`src/rtl/ascii2scan_tx.sv`:
```
// ASCII character to PS/2 set-2 make/break byte stream (make, hold gap, F0h, code).
// Latency: first scan byte valid one cycle after the character handshake.
// Backpressure: SCAN_CODE/SCAN_VALID hold while SCAN_READY is low; ASCII_READY only in IDLE.
//
// Parameters: GAP_CYCLES - idle cycles between make-byte transfer and F0h (0..255).
// Optional feature macro SHIFT_WRAP_EN: maps '(' ')' '"' wrapped in left-shift
// make/break (12h); when undefined those characters are reported as unmapped.
//
// Ports:
//   CLK, RESET                 - clock (rising edge), asynchronous active-low reset
//   ASCII_CODE/VALID/READY     - character input handshake
//   SCAN_CODE/VALID/READY      - scan byte output handshake
//   BUSY                       - a sequence is in progress
//   ERROR                      - one-cycle pulse: accepted character has no mapping
module ascii2scan_tx #(
    parameter int unsigned GAP_CYCLES = 4
) (
    input  logic       CLK,
    input  logic       RESET,
    input  logic [7:0] ASCII_CODE,
    input  logic       ASCII_VALID,
    output logic       ASCII_READY,
    output logic [7:0] SCAN_CODE,
    output logic       SCAN_VALID,
    input  logic       SCAN_READY,
    output logic       BUSY,
    output logic       ERROR
);

    localparam logic [7:0] GAP       = 8'(GAP_CYCLES);
    localparam logic [7:0] BRK_PFX   = 8'hF0;
`ifdef SHIFT_WRAP_EN
    localparam logic [7:0] LSHIFT    = 8'h12;
`endif

    typedef enum logic [2:0] {
        S_IDLE,
        S_MAKE,
        S_HOLD,
        S_BRK_F0,
        S_BRK_CODE
`ifdef SHIFT_WRAP_EN
        ,
        S_SH_MAKE,
        S_SH_BRK_F0,
        S_SH_BRK_CODE
`endif
    } state_t;

    // Returns {mapped, set-2 code}; letters are case-folded first.
    function automatic logic [8:0] lookup(input logic [7:0] c);
        logic [7:0] f;
        f = ((c >= 8'h61) && (c <= 8'h7A)) ? (c - 8'h20) : c;
        case (f)
            8'h31: lookup = {1'b1, 8'h16};
            8'h32: lookup = {1'b1, 8'h1E};
            8'h33: lookup = {1'b1, 8'h26};
            8'h34: lookup = {1'b1, 8'h25};
            8'h35: lookup = {1'b1, 8'h2E};
            8'h36: lookup = {1'b1, 8'h36};
            8'h37: lookup = {1'b1, 8'h3D};
            8'h38: lookup = {1'b1, 8'h3E};
            8'h39: lookup = {1'b1, 8'h46};
            8'h30: lookup = {1'b1, 8'h45};
            8'h41: lookup = {1'b1, 8'h1C};
            8'h42: lookup = {1'b1, 8'h32};
            8'h43: lookup = {1'b1, 8'h21};
            8'h44: lookup = {1'b1, 8'h23};
            8'h45: lookup = {1'b1, 8'h24};
            8'h46: lookup = {1'b1, 8'h2B};
            8'h47: lookup = {1'b1, 8'h34};
            8'h48: lookup = {1'b1, 8'h33};
            8'h49: lookup = {1'b1, 8'h43};
            8'h4A: lookup = {1'b1, 8'h3B};
            8'h4B: lookup = {1'b1, 8'h42};
            8'h4C: lookup = {1'b1, 8'h4B};
            8'h4D: lookup = {1'b1, 8'h3A};
            8'h4E: lookup = {1'b1, 8'h31};
            8'h4F: lookup = {1'b1, 8'h44};
            8'h50: lookup = {1'b1, 8'h4D};
            8'h51: lookup = {1'b1, 8'h15};
            8'h52: lookup = {1'b1, 8'h2D};
            8'h53: lookup = {1'b1, 8'h1B};
            8'h54: lookup = {1'b1, 8'h2C};
            8'h55: lookup = {1'b1, 8'h3C};
            8'h56: lookup = {1'b1, 8'h2A};
            8'h57: lookup = {1'b1, 8'h1D};
            8'h58: lookup = {1'b1, 8'h22};
            8'h59: lookup = {1'b1, 8'h35};
            8'h5A: lookup = {1'b1, 8'h1A};
            8'h2D: lookup = {1'b1, 8'h4E};
            8'h3D: lookup = {1'b1, 8'h55};
            8'h2C: lookup = {1'b1, 8'h41};
            8'h2E: lookup = {1'b1, 8'h49};
            8'h2F: lookup = {1'b1, 8'h4A};
            8'h20: lookup = {1'b1, 8'h29};
            // keypad codes, sent without the E0 prefix
            8'h2B: lookup = {1'b1, 8'h79};
            8'h2A: lookup = {1'b1, 8'h7C};
`ifdef SHIFT_WRAP_EN
            8'h28: lookup = {1'b1, 8'h46};
            8'h29: lookup = {1'b1, 8'h45};
            8'h22: lookup = {1'b1, 8'h52};
`endif
            default: lookup = {1'b0, 8'h00};
        endcase
    endfunction

    state_t     r_state, w_nxt_state;
    logic [7:0] r_char,  w_nxt_char;
    logic [7:0] r_cnt,   w_nxt_cnt;
    logic [7:0] r_scan_code, w_nxt_code;
    logic       r_scan_vld,  w_nxt_vld;
    logic       r_ascii_rdy;
    logic       r_busy;
    logic       r_err,   w_nxt_err;
    logic [8:0] w_lk;
    logic       w_acc;
    logic       w_xfer;
`ifdef SHIFT_WRAP_EN
    logic       r_shift, w_nxt_shift;
    logic       w_is_shift;
    assign w_is_shift = (ASCII_CODE == 8'h28) || (ASCII_CODE == 8'h29) || (ASCII_CODE == 8'h22);
`endif

    assign w_lk   = lookup(ASCII_CODE);
    assign w_acc  = ASCII_VALID && r_ascii_rdy;
    assign w_xfer = r_scan_vld && SCAN_READY;

    always_comb begin
        w_nxt_state = r_state;
        w_nxt_char  = r_char;
        w_nxt_cnt   = r_cnt;
        w_nxt_code  = r_scan_code;
        w_nxt_vld   = r_scan_vld;
        w_nxt_err   = 1'b0;
`ifdef SHIFT_WRAP_EN
        w_nxt_shift = r_shift;
`endif
        case (r_state)
            S_IDLE: begin
                if (w_acc) begin
                    if (w_lk[8]) begin
                        w_nxt_char  = w_lk[7:0];
                        w_nxt_vld   = 1'b1;
                        w_nxt_state = S_MAKE;
                        w_nxt_code  = w_lk[7:0];
`ifdef SHIFT_WRAP_EN
                        w_nxt_shift = w_is_shift;
                        if (w_is_shift) begin
                            w_nxt_state = S_SH_MAKE;
                            w_nxt_code  = LSHIFT;
                        end
`endif
                    end else begin
                        // unmapped: report and stay ready, no bytes
                        w_nxt_err = 1'b1;
                    end
                end
            end
            S_MAKE: begin
                if (w_xfer) begin
                    if (GAP == 8'd0) begin
                        w_nxt_state = S_BRK_F0;
                        w_nxt_code  = BRK_PFX;
                    end else begin
                        w_nxt_state = S_HOLD;
                        w_nxt_cnt   = GAP;
                        w_nxt_vld   = 1'b0;
                    end
                end
            end
            S_HOLD: begin
                // the F0h is presented in the cycle the counter reaches zero
                if (r_cnt <= 8'd1) begin
                    w_nxt_cnt   = 8'd0;
                    w_nxt_state = S_BRK_F0;
                    w_nxt_code  = BRK_PFX;
                    w_nxt_vld   = 1'b1;
                end else begin
                    w_nxt_cnt = r_cnt - 8'd1;
                end
            end
            S_BRK_F0: begin
                if (w_xfer) begin
                    w_nxt_state = S_BRK_CODE;
                    w_nxt_code  = r_char;
                end
            end
            S_BRK_CODE: begin
                if (w_xfer) begin
                    w_nxt_state = S_IDLE;
                    w_nxt_vld   = 1'b0;
`ifdef SHIFT_WRAP_EN
                    if (r_shift) begin
                        w_nxt_state = S_SH_BRK_F0;
                        w_nxt_code  = BRK_PFX;
                        w_nxt_vld   = 1'b1;
                    end
`endif
                end
            end
`ifdef SHIFT_WRAP_EN
            S_SH_MAKE: begin
                if (w_xfer) begin
                    w_nxt_state = S_MAKE;
                    w_nxt_code  = r_char;
                end
            end
            S_SH_BRK_F0: begin
                if (w_xfer) begin
                    w_nxt_state = S_SH_BRK_CODE;
                    w_nxt_code  = LSHIFT;
                end
            end
            S_SH_BRK_CODE: begin
                if (w_xfer) begin
                    w_nxt_state = S_IDLE;
                    w_nxt_vld   = 1'b0;
                end
            end
`endif
            default: begin
                w_nxt_state = S_IDLE;
                w_nxt_vld   = 1'b0;
            end
        endcase
    end

    always_ff @(posedge CLK or negedge RESET) begin
        if (!RESET) begin
            r_state     <= S_IDLE;
            r_char      <= 8'h00;
            r_cnt       <= 8'h00;
            r_scan_code <= 8'h00;
            r_scan_vld  <= 1'b0;
            r_ascii_rdy <= 1'b0;
            r_busy      <= 1'b0;
            r_err       <= 1'b0;
`ifdef SHIFT_WRAP_EN
            r_shift     <= 1'b0;
`endif
        end else begin
            r_state     <= w_nxt_state;
            r_char      <= w_nxt_char;
            r_cnt       <= w_nxt_cnt;
            r_scan_code <= w_nxt_code;
            r_scan_vld  <= w_nxt_vld;
            // READY/BUSY are registered from the next state so they line up with it
            r_ascii_rdy <= (w_nxt_state == S_IDLE);
            r_busy      <= (w_nxt_state != S_IDLE);
            r_err       <= w_nxt_err;
`ifdef SHIFT_WRAP_EN
            r_shift     <= w_nxt_shift;
`endif
        end
    end

    assign ASCII_READY = r_ascii_rdy;
    assign SCAN_CODE   = r_scan_code;
    assign SCAN_VALID  = r_scan_vld;
    assign BUSY        = r_busy;
    assign ERROR       = r_err;

endmodule

```
`config.mk`:
```
export PLATFORM = sky130hd
export DESIGN_NAME = ascii2scan_tx
export DESIGN_NICKNAME = d
export VERILOG_FILES = /design/src/rtl/ascii2scan_tx.sv
export SDC_FILE = /design/constraint.sdc
export NUM_CORES = 1
export LEC_CHECK = 0
export BUFFER_PORTS_ARGS = -buffer_cell sky130_fd_sc_hd__buf_2
export CORE_ASPECT_RATIO = 0.8
export CORE_MARGIN = 4
export CORE_UTILIZATION = 55
export DETAILED_ROUTE_END_ITERATION = 16
export GPL_TIMING_DRIVEN = 0
export PLACE_DENSITY = 0.83
export SLEW_MARGIN = 10
export SYNTH_ARGS = -nofsm -noshare
export SYNTH_HDL_FRONTEND = slang
export SYNTH_SLANG_ARGS = --single-unit
```
`constraint.sdc`:
```
create_clock -name CLK -period 3 [get_ports CLK]
set_input_delay 0.3 -clock CLK [delete_from_list [all_inputs] [get_ports CLK]]
set_output_delay 0.3 -clock CLK [all_outputs]
set_load 0.01 [all_outputs]
```
==> impl_results.md <==
* Outcome: finished, final reports clean
* Mapped Area at 2420 sq um
* Worst hold slack at 32.4 ps
* Total Negative Setup Slacks at 0 ps
* P per Cell Area at 697 nW/um^2
* Startpoint types: input pin
* CP Capture Type: flip-flop
* Area of the die at 5530 sq um
* Initial antenna violation count at 0
* Worst reg2reg endpoint: SCAN_CODE[6]
* Overall Global Routing Usage at 24.5%
* Hold-fix buffers at CTS at 0
* Die Wd at 82.1 um
* I/O Pins at 24
* Post-synth EDFFs at 0
* Area leader, netlist: dfrtp_1
* Final setup violation count at 0
* Total power draw at 1880 uW
* Ys async rst share at 100%
* Starting Density at 57.5%
* CTS Buf Count at 5
* First-pass DRT Iterations at 5
* Layout cells sized above 1 at 20.0%
* Post-synthesis sequential area ratio at 31.1%
* Synth Net Count at 305
* Main flop type after synthesis: dfrtp_1
* H-tree Lvls at 2
* Top-area cell type share of the netlist area at 31.1%
* Input/output buffers at 23
* FF+latch count, synth at 30
* Relative slew slack at 45.2%
* Gate Count Post-Synth at 284
* Skew-Pair Late Insertion Delay at 290 ps
* Routed wire length at 6120 um
* Tcrit/Tclk final at 87.2%
* Critical path class: input pin to flip-flop
* Antenna Nets Post-Route at 0
* Routability cong. at 0.974
* Layout net count at 335
* Worst stage delay on the critical path at 690 ps
* Max Fclk at 382 MHz
* Clock sink count at 30
* CP Max Fanout at 10
* Slowest CP cell: a311oi_1
* Slew Viols, Final at 0
* Lkg Pwr at 0.00119 uW
* Crit path required time at 3220 ps
* Via count at 2354
* Critical R2R Launch: r_cnt[3]
* R2R Setup Slk at 690 ps
* Cell Chain, Critical Path: buf_2 > inv_1 > ha_1 > nor2b_4 > o2111a_1 > a311oi_1 > o21ai_0 > a22o_1 > mux2i_1
* Hold Crit Class: input pin to asynchronous set/reset pin
* Die Height at 67.3 um
* Largest net degree at the start of global routing at 31
* CP arrival at 2830 ps
* # DRC at 0
* Core area at 4200 sq um
* Initial DRC Count at 267
* Area Overhead vs Synth at 11.5%
* Unique masters post-synth at 64
* Layout Skew at 3.13 ps
* Routed len/inst at 16.5 um
* Clock tree buffer depth at 2
* Max_cap viols at 0
* Std-Cell Rows at 21
* Grt ovf at 0
* Antenna diodes at 0
* Synth area leaders: dfrtp_1 (31%), o21ai_0 (5.2%), ha_1 (4.7%)
* Clock slew at reported path FFs at 60 ps
* RSZ-0062 raised after global routing: no
* Mean Syn Cell Area at 8.51 sq um
* Post-CTS setup buffer count at 0
* Crit path time final at 2620 ps
* Number of global-route vias before repair at 2116
* Final HPWL from detailed placement at 4630 um
* R2r worst-path depth at 6
* Via density at 6.33
* CTS tree: done
* Max VDD drop at 0.396 mV
* CTS root buf: clkbuf_8
* Final Hold Viols at 0
* Syn. warnings at 0
* First-pass GRT wire length at 10300 um
* Worst Tran Pin Value at 817 ps
* Post_cts resized at 0
## synthesized netlist by cell type (3+ instances only)
master and n:
o41ai_1 3, inv_1 15, o31ai_1 5, nand2_1 28, a311oi_1 3, a211oi_1 3, buf_2 7, nand2b_1 10
or2_2 4, mux2_2 8, buf_6 3, clkbuf_1 5, nor2b_1 13, o22ai_1 5, a21oi_1 14, dfrtp_1 30
nor2_1 15, o21ai_0 25, a22oi_1 4, ha_1 9, mux2i_1 4, nor3_1 5, o211ai_1 3, a22o_1 3
nand3_1 10, a21boi_0 3
## sequential cells by signal (all words and copies together) (netlist names)
register and flops:
ASCII_READY 1, BUSY 1, ERROR 1, SCAN_CODE 8, SCAN_VALID 1, r_char 7, r_cnt 8, r_state 3
## per-stage QoR
step	setup slack, ps	instance area, sq um	util, %	std cells
after CTS	448	2700	64.1	372
after floorplan	575	2420	-	284
final	383	2700	64.1	372
after global routing	235	2700	64.1	372
after global placement	121	2600	61.9	364
after detailed placement	158	2600	61.9	364
## final cells by class
class,instances,area [sq um]
plain buffers,18,120
clock buffers,7,86.3
clock inverters,1,5.00
fillers,370,1510
inverters,15,56.3
multi-input cells,221,1490
flip-flops and latches,30,751
well taps,57,71.3
repair buffers,23,115
## logic make-up after synthesis
group	share of synthesized area [%]
AO/OA/AOI/OAI	27.4
XOR/XNOR	1.09
adder cells (fa/ha/maj)	5.07
buffers and inverters	7.30
flip-flops	31.1
multiplexers	5.38
AND/OR/NAND/NOR	22.7
## placed cells by master, fill, tap and decap left out, types with 6 or more instances in the layout
cell and count:
dfrtp_1 30, buf_2 30, nand2_1 28, o21ai_0 25, inv_1 15, nor2_1 15
a21oi_1 14, nor2b_1 13, nand3_1 10, nand2b_1 10, ha_1 9, mux2_2 8
clkbuf_8 7, clkbuf_1 6
## where the power goes
part / internal (uW) / total, uW / switching, uW
sequential: 556 / 673 / 117
clock: 185 / 339 / 154
combinational: 358 / 868 / 510
total: 1100 / 1880 / 781
## critical path, delay by kind of cell
kind	cells	cell delay, ps
AO/OA/AOI/OAI	4	1560
AND/OR/NAND/NOR	1	70
buffers and inverters	2	400
multiplexers	1	130
adder cells (fa/ha/maj)	1	380
## worst max-delay path by stage
stage                        end  depth (start not counted)           from
floorplan           SCAN_CODE[0]                          9  ASCII_CODE[6]
global placement    SCAN_CODE[2]                          9  ASCII_CODE[0]
detailed placement  SCAN_CODE[2]                          9  ASCII_CODE[0]
CTS                 SCAN_CODE[2]                          9  ASCII_CODE[0]
global route        SCAN_CODE[2]                          9  ASCII_CODE[0]
finish              SCAN_CODE[2]                          9  ASCII_CODE[0]
## metal layers
metal | vias to the layer above | wire length [um] | GRT usage [%]
met5 | - | 0 | 0
met4 | 0 | 136 | 8.92
met1 | 1109 | 2960 | 36.2
li1 | 1103 | - | -
met2 | 126 | 2490 | 34.0
met3 | 16 | 531 | 6.40
Note: power is estimated with default switching activity, not from simulation.
